## src/rtl/md_pkg.sv

```systemverilog
// md_pkg: shared particle word layout and pair-queue FSM state
package md_pkg;
  localparam int PARTICLE_W = 114;
  localparam int ADDR_LSB = 105;
  localparam int CELL_LSB = 97;
  localparam int NULL_BIT = 96;
  localparam logic [PARTICLE_W-1:0] NULL_PARTICLE = PARTICLE_W'(1) << NULL_BIT;
  typedef enum logic [1:0] {IDLE, ACCEPT, DRAIN, DONE} pq_state_t;
endpackage

```

## src/rtl/pair_queue_if.sv

```systemverilog
// pair_queue_if: ring-node to force-pipeline pair handshake bundle
interface pair_queue_if #(parameter int PW = md_pkg::PARTICLE_W);
  logic [PW-1:0] ref_in;
  logic [PW-1:0] nbr_in;
  logic batch_start;
  logic done_batch;
  logic [2*PW-1:0] pair_out;
  logic pair_valid;
  logic pair_ready;
  logic full;
  logic overflow;
  logic drained;
  logic [15:0] pair_count;
  modport master (
    output ref_in, nbr_in, batch_start, done_batch, pair_ready,
    input pair_out, pair_valid, full, overflow, drained, pair_count
  );
  modport slave (
    input ref_in, nbr_in, batch_start, done_batch, pair_ready,
    output pair_out, pair_valid, full, overflow, drained, pair_count
  );
endinterface

```

## src/rtl/pair_fifo.sv

```systemverilog
// pair_fifo: synchronous DEPTH x W FIFO; a push while full only lands alongside a pop
module pair_fifo #(
  parameter int DEPTH = 16,
  parameter int W = 228
) (
  input logic clk,
  input logic reset,
  input logic push,
  input logic pop,
  input logic [W-1:0] din,
  output logic [W-1:0] dout,
  output logic full,
  output logic empty,
  output logic [$clog2(DEPTH):0] count
);
  localparam int AW = $clog2(DEPTH);
  localparam int CW = AW + 1;
  logic [W-1:0] mem [DEPTH];
  logic [AW-1:0] wr_ptr, rd_ptr;
  logic do_push, do_pop;
  assign empty = count == '0;
  assign full = count == CW'(DEPTH);
  assign do_pop = pop && !empty;
  assign do_push = push && (!full || do_pop);
  assign dout = mem[rd_ptr];
  always_ff @(posedge clk or posedge reset)
    if (reset) begin
      wr_ptr <= '0;
      rd_ptr <= '0;
      count <= '0;
    end else begin
      wr_ptr <= wr_ptr + AW'(do_push);
      rd_ptr <= rd_ptr + AW'(do_pop);
      count <= count + CW'(do_push) - CW'(do_pop);
    end
  always_ff @(posedge clk)
    if (do_push) mem[wr_ptr] <= din;
endmodule

```

## src/rtl/pair_queue.sv

```systemverilog
// pair_queue: filters ring-node particle pairs into a FIFO and tracks batch progress
module pair_queue import md_pkg::*; #(
  parameter int DEPTH = 16,
  parameter int PW = PARTICLE_W
) (
  input logic clk,
  input logic reset,
  pair_queue_if.slave q
);
  localparam int CW = $clog2(DEPTH) + 1;
  pq_state_t state, state_next;
  logic [CW-1:0] occ;
  logic [2*PW-1:0] head;
  logic fifo_full, fifo_empty, self_pair, push, pop, ovf;
  logic [15:0] cnt;
  assign self_pair = q.ref_in[PW-1:ADDR_LSB] == q.nbr_in[PW-1:ADDR_LSB]
                  && q.ref_in[ADDR_LSB-1:CELL_LSB] == q.nbr_in[ADDR_LSB-1:CELL_LSB];
  assign push = state == ACCEPT && !q.ref_in[NULL_BIT] && !q.nbr_in[NULL_BIT] && !self_pair;
  assign q.pair_valid = (state == ACCEPT || state == DRAIN) && !fifo_empty;
  assign pop = q.pair_valid && q.pair_ready;
  assign q.pair_out = q.pair_valid ? head : {PW'(NULL_PARTICLE), PW'(NULL_PARTICLE)};
  assign q.full = fifo_full;
  assign q.overflow = ovf;
  assign q.pair_count = cnt;
  assign q.drained = state == DONE;
  pair_fifo #(.DEPTH(DEPTH), .W(2*PW)) u_fifo (
    .clk(clk),
    .reset(reset),
    .push(push),
    .pop(pop),
    .din({q.ref_in, q.nbr_in}),
    .dout(head),
    .full(fifo_full),
    .empty(fifo_empty),
    .count(occ)
  );
  // DRAIN only ever shrinks, so the queue empties exactly when occ equals this cycle's pop
  always_comb begin
    state_next = state;
    case (state)
      IDLE, DONE: state_next = q.batch_start ? ACCEPT : state;
      ACCEPT: state_next = q.done_batch ? DRAIN : ACCEPT;
      DRAIN: state_next = occ == CW'(pop) ? DONE : DRAIN;
      default: state_next = IDLE;
    endcase
  end
  always_ff @(posedge clk or posedge reset)
    if (reset) begin
      state <= IDLE;
      ovf <= 1'b0;
      cnt <= '0;
    end else begin
      state <= state_next;
      if ((state == IDLE || state == DONE) && q.batch_start) begin
        ovf <= 1'b0;
        cnt <= '0;
      end else begin
        if (push && fifo_full && !pop) ovf <= 1'b1;
        if (pop && cnt != 16'hFFFF) cnt <= cnt + 16'd1;
      end
    end
endmodule
```

## src/flat_wrapper.sv

```systemverilog
// flat-port wrapper written by rule: the top's interface ports become plain ports
module pair_queue_flat import md_pkg::*;
#(
  parameter int DEPTH = 16,
  parameter int PW = PARTICLE_W
)
  (clk, reset, q_ref_in, q_nbr_in, q_batch_start, q_done_batch, q_pair_ready, q_pair_out, q_pair_valid, q_full, q_overflow, q_drained, q_pair_count);
  pair_queue_if #(.PW(PW)) q_i ();
  input logic clk;
  input logic reset;
  input wire logic [$bits(q_i.ref_in)-1:0] q_ref_in;
  input wire logic [$bits(q_i.nbr_in)-1:0] q_nbr_in;
  input wire logic [$bits(q_i.batch_start)-1:0] q_batch_start;
  input wire logic [$bits(q_i.done_batch)-1:0] q_done_batch;
  input wire logic [$bits(q_i.pair_ready)-1:0] q_pair_ready;
  output wire logic [$bits(q_i.pair_out)-1:0] q_pair_out;
  output wire logic [$bits(q_i.pair_valid)-1:0] q_pair_valid;
  output wire logic [$bits(q_i.full)-1:0] q_full;
  output wire logic [$bits(q_i.overflow)-1:0] q_overflow;
  output wire logic [$bits(q_i.drained)-1:0] q_drained;
  output wire logic [$bits(q_i.pair_count)-1:0] q_pair_count;
  assign q_i.ref_in = q_ref_in;
  assign q_i.nbr_in = q_nbr_in;
  assign q_i.batch_start = q_batch_start;
  assign q_i.done_batch = q_done_batch;
  assign q_i.pair_ready = q_pair_ready;
  assign q_pair_out = q_i.pair_out;
  assign q_pair_valid = q_i.pair_valid;
  assign q_full = q_i.full;
  assign q_overflow = q_i.overflow;
  assign q_drained = q_i.drained;
  assign q_pair_count = q_i.pair_count;
  pair_queue #(.DEPTH(DEPTH), .PW(PW)) u_core (.clk(clk), .reset(reset), .q(q_i));
endmodule
```

## config.mk

```make
export PLATFORM = sky130hd
export DESIGN_NAME = pair_queue_flat
export DESIGN_NICKNAME = d
export VERILOG_FILES = /design/src/rtl/md_pkg.sv /design/src/rtl/pair_queue_if.sv /design/src/rtl/pair_fifo.sv /design/src/rtl/pair_queue.sv /design/src/flat_wrapper.sv
export SDC_FILE = /design/constraint.sdc
export NUM_CORES = 2
export LEC_CHECK = 0
export CAP_MARGIN = 20
export CORE_MARGIN = 1.5
export CORE_UTILIZATION = 30
export CTS_CLUSTER_SIZE = 28
export DETAILED_ROUTE_END_ITERATION = 6
export RECOVER_POWER = 100
export SYNTH_ARGS = -nofsm -noshare
export SYNTH_HDL_FRONTEND = slang
export SYNTH_SLANG_ARGS = --single-unit
```

## constraint.sdc

```tcl
create_clock -name clk -period 52 [get_ports clk]
set_input_delay 5.2 -clock clk [delete_from_list [all_inputs] [get_ports clk]]
set_output_delay 5.2 -clock clk [all_outputs]
set_load 0.01 [all_outputs]
```

==> impl_metrics.csv <==
group,metric,value,unit
worst_setup_path,crit_path_end_kind,"output pin",
synthesis,synth_edf_count,3648,
die,die_h,685,µm
worst_setup_path,crit_required,46.80,ns
clock_tree,cts_setup_buffers,0,
synthesis,netlist_top_cells_count,"edfxtp_1, mux4_2, mux2i_1",
global_routing,grt_pass1_wl,509000,µm
clock_tree,cts_tree,"yes",
clock_tree,clk_latency,1.03,ns
route,firstDrtPassIters,5,
synthesis,netlist_top_cells_area,"edfxtp_1, mux4_2, mux2i_1",
global_routing,grt_pass1_vias,68100,
synthesis,yosysTopAreaCell,"edfxtp_1",
route,ant_nets,0,
layout,area_delta_synth_final,17.7,%
worst_setup_path,worstReg2RegEnd,"u_core.u_fifo.mem[7][44]",
synthesis,syn_area_per_cell,24.0,µm²
clock_tree,numClockSinks,3680,
synthesis,synth_area,0.140,mm²
timing,skew,0.0920,ns
place,port-buffer-count,480,
power,p_leak,51.3,nW
synthesis,synth_top_area_share,78.4,%
outcome,violations,"capacitance limit, slew limit",
outcome,status,"complete, but fails checks",
die,initial_core_util,30.1,%
die,io_pins,481,
synthesis,synth-seq-area-share,79.0,%
worst_setup_path,startpoint_type,"flip-flop",
layout,fin_cells,13100,
clock_tree,ctsResizeCount,0,
synthesis,yosys_warnings,0,
timing,fin_ws,24.23,ns
route,vias,64800,
place,post-dp-hpwl,189000,µm
worst_setup_path,r2r_cells,9,
global_routing,grt_usage,14.9,%
worst_setup_path,worst-path-max-fanout,111,
route,wire_per_inst,27.4,µm
timing,fin_crit_sh,53.4,%
timing,period_needed,27.77,ns
power,vdd_ir_drop_max,0.0522,mV
synthesis,ys_ff_latch,3680,
global_routing,grt_start_max_net_pins,163,
timing,slew_headroom,-541,%
timing,finalSetupViolCount,0,
timing,slew_violations,4733,
die,die_area,0.470,mm²
place,pre_cts_slack,40.62,ns
synthesis,async_reset_ff_share,0.870,%
clock_tree,cts_made_buffers,383,
worst_setup_path,critPathKind,"reg2out",
clock_tree,clk_pin_slew,0.06,ns
clock_tree,cts_buffer_depth,4,
place,place_congestion,0.739,
place,dp_cells,12300,
worst_setup_path,reg2reg_from,"u_core.state[0]",
min_path,hold_end,"u_core.q.pair_count[10]",
route,drtIter0Drc,6123,
synthesis,yosysMostFrequentCell,"edfxtp_1",
timing,rsz0062_at_grt,"false",
layout,layout-drive-gt1-share,22.0,%
timing,setup_tns,0,ns
layout,layout.nets,6765,
synthesis,synthDistinctLibCells,51,
timing,worst_pin_slew,9.61,ns
synthesis,synth_fp_nets,6058,
die,num_rows,250,
synthesis,syn-instance-count,5810,
global_routing,grt_remaining_overflow,0,
route,post-route-drc-count,0,
synthesis,synth-main-ff-cell,"edfxtp_1",
timing,final_hold_viol_count,0,
clock_tree,cts-hold-fix-buffers,0,
global_routing,grt_antenna_before_repair,129,
worst_setup_path,regToRegSetupSlack,37.16,ns
die,core,0.464,mm²
route,finalWirelength,358000,µm
worst_setup_path,arrival,22.57,ns
clock_tree,htreeDepth,5,
timing,fmax,36.0,MHz
power,powerDensity,53.4,mW/mm²
min_path,min-delay-start,"u_core.q.pair_count[10]",
route,avgViaCountPerCell,4.96,
die,die_w,685,µm
min_path,hold-path-cell-count,1,
min_path,hold_path_class,"reg2reg",
clock_tree,cts_root_buf,"clkbuf_16",
job,maxCapViolations,115,
==> logic make-up after synthesis <==
logic type                 after synthesis  share of synthesized area, %
adders and majority gates               15                         0.140
muxes                                 1374                          18.0
and+or+nand+nor                         97                         0.407
xor gates and xnor gates                25                         0.157
buffers and inverters                  333                          1.00
AOI/OAI and AO/OA                      286                          1.30
DFF                                   3680                          79.0
==> power breakdown <==
group          switching, mW  internal [mW]  leakage, nW
clock                   1.18           1.54         6.07
combinational           1.41           1.23         12.0
sequential            0.0517           3.36         33.2
total                   2.64           6.14         51.3
==> through the flow <==
| step | area, µm² | utilization [%] | hold slack (ns) | total power, mW |
|---|---|---|---|---|
| after global routing | 164000 | 35.4 | 0.577 | 9.14 |
| after floorplan | 140000 | - | 0.473 | 5.11 |
| after CTS | 165000 | 35.6 | 0.524 | 8.89 |
| after detailed placement | 152000 | 32.9 | 0.516 | 6.16 |
| after global placement | 152000 | 32.9 | 0.493 | 6.14 |
| final | 164000 | 35.5 | 0.520 | 8.78 |
==> how the worst max path moves through the flow <==
stage                                       start                  endpoint  cells past startpoint
final                     u_core.u_fifo.rd_ptr[0]            q_pair_out[58]                      9
after global routing      u_core.u_fifo.rd_ptr[0]           q_pair_out[168]                      9
after CTS                 u_core.u_fifo.rd_ptr[0]            q_pair_out[47]                      8
after detailed placement  u_core.u_fifo.rd_ptr[0]            q_pair_out[47]                      8
after global placement    u_core.u_fifo.rd_ptr[0]            q_pair_out[25]                      8
after floorplan                      q_ref_in[96]  u_core.u_fifo.mem[12][0]                      3
==> worst max-delay path, cell delays in order (launching register included) <==
cell and delay, ns:
dfrtp_1 1.73, clkbuf_1 2.36, clkbuf_1 5.27, clkbuf_1 6.71
clkbuf_1 1.22, clkbuf_1 2.27, mux4_2 0.72, mux2i_1 0.19
o22ai_1 0.16, dlygate4sd3_1 0.68
==> placed cells by master, fill, tap and decap left out, types with 36 or more instances in the layout <==
master         count
edfxtp_1        3648
mux4_2           908
mux2i_1          466
dlygate4sd3_1    454
clkbuf_16        383
o22ai_1          227
clkbuf_1         191
clkinv_1          89
clkinv_2          69
buf_4             37
diode_2           36
==> metal layers <==
metal	GRT usage [%]	share of wire (%)	vias to the layer above
met2	25.8	51	2194
met3	2.38	5.7	626
li1	-	-	26600
met1	19.5	41	35300
met4	3.66	2.6	24
met5	0	0.040	-
==> registers in the layout, indices dropped and copies added (netlist names) <==
| name | count |
|---|---|
| u_core.u_fifo.mem | 3648 |
| u_core.u_fifo.count | 5 |
| u_core.u_fifo.rd_ptr | 4 |
| u_core.q.pair_count | 16 |
| u_core.q.overflow | 1 |
| u_core.state | 2 |
| u_core.u_fifo.wr_ptr | 4 |
==> final cells by class <==
class,instances,area [µm²]
Fill cell,42300,299000
Clock buffer,463,9940
Multi-Input combinational cell,1797,28000
Inverter,17,71.3
Tap cell,6174,7720
Antenna cell,36,90.1
Sequential cell,3680,110000
Timing Repair Buffer,638,5610
Clock inverter,245,2610
Power figures use the tool's default switching activity.
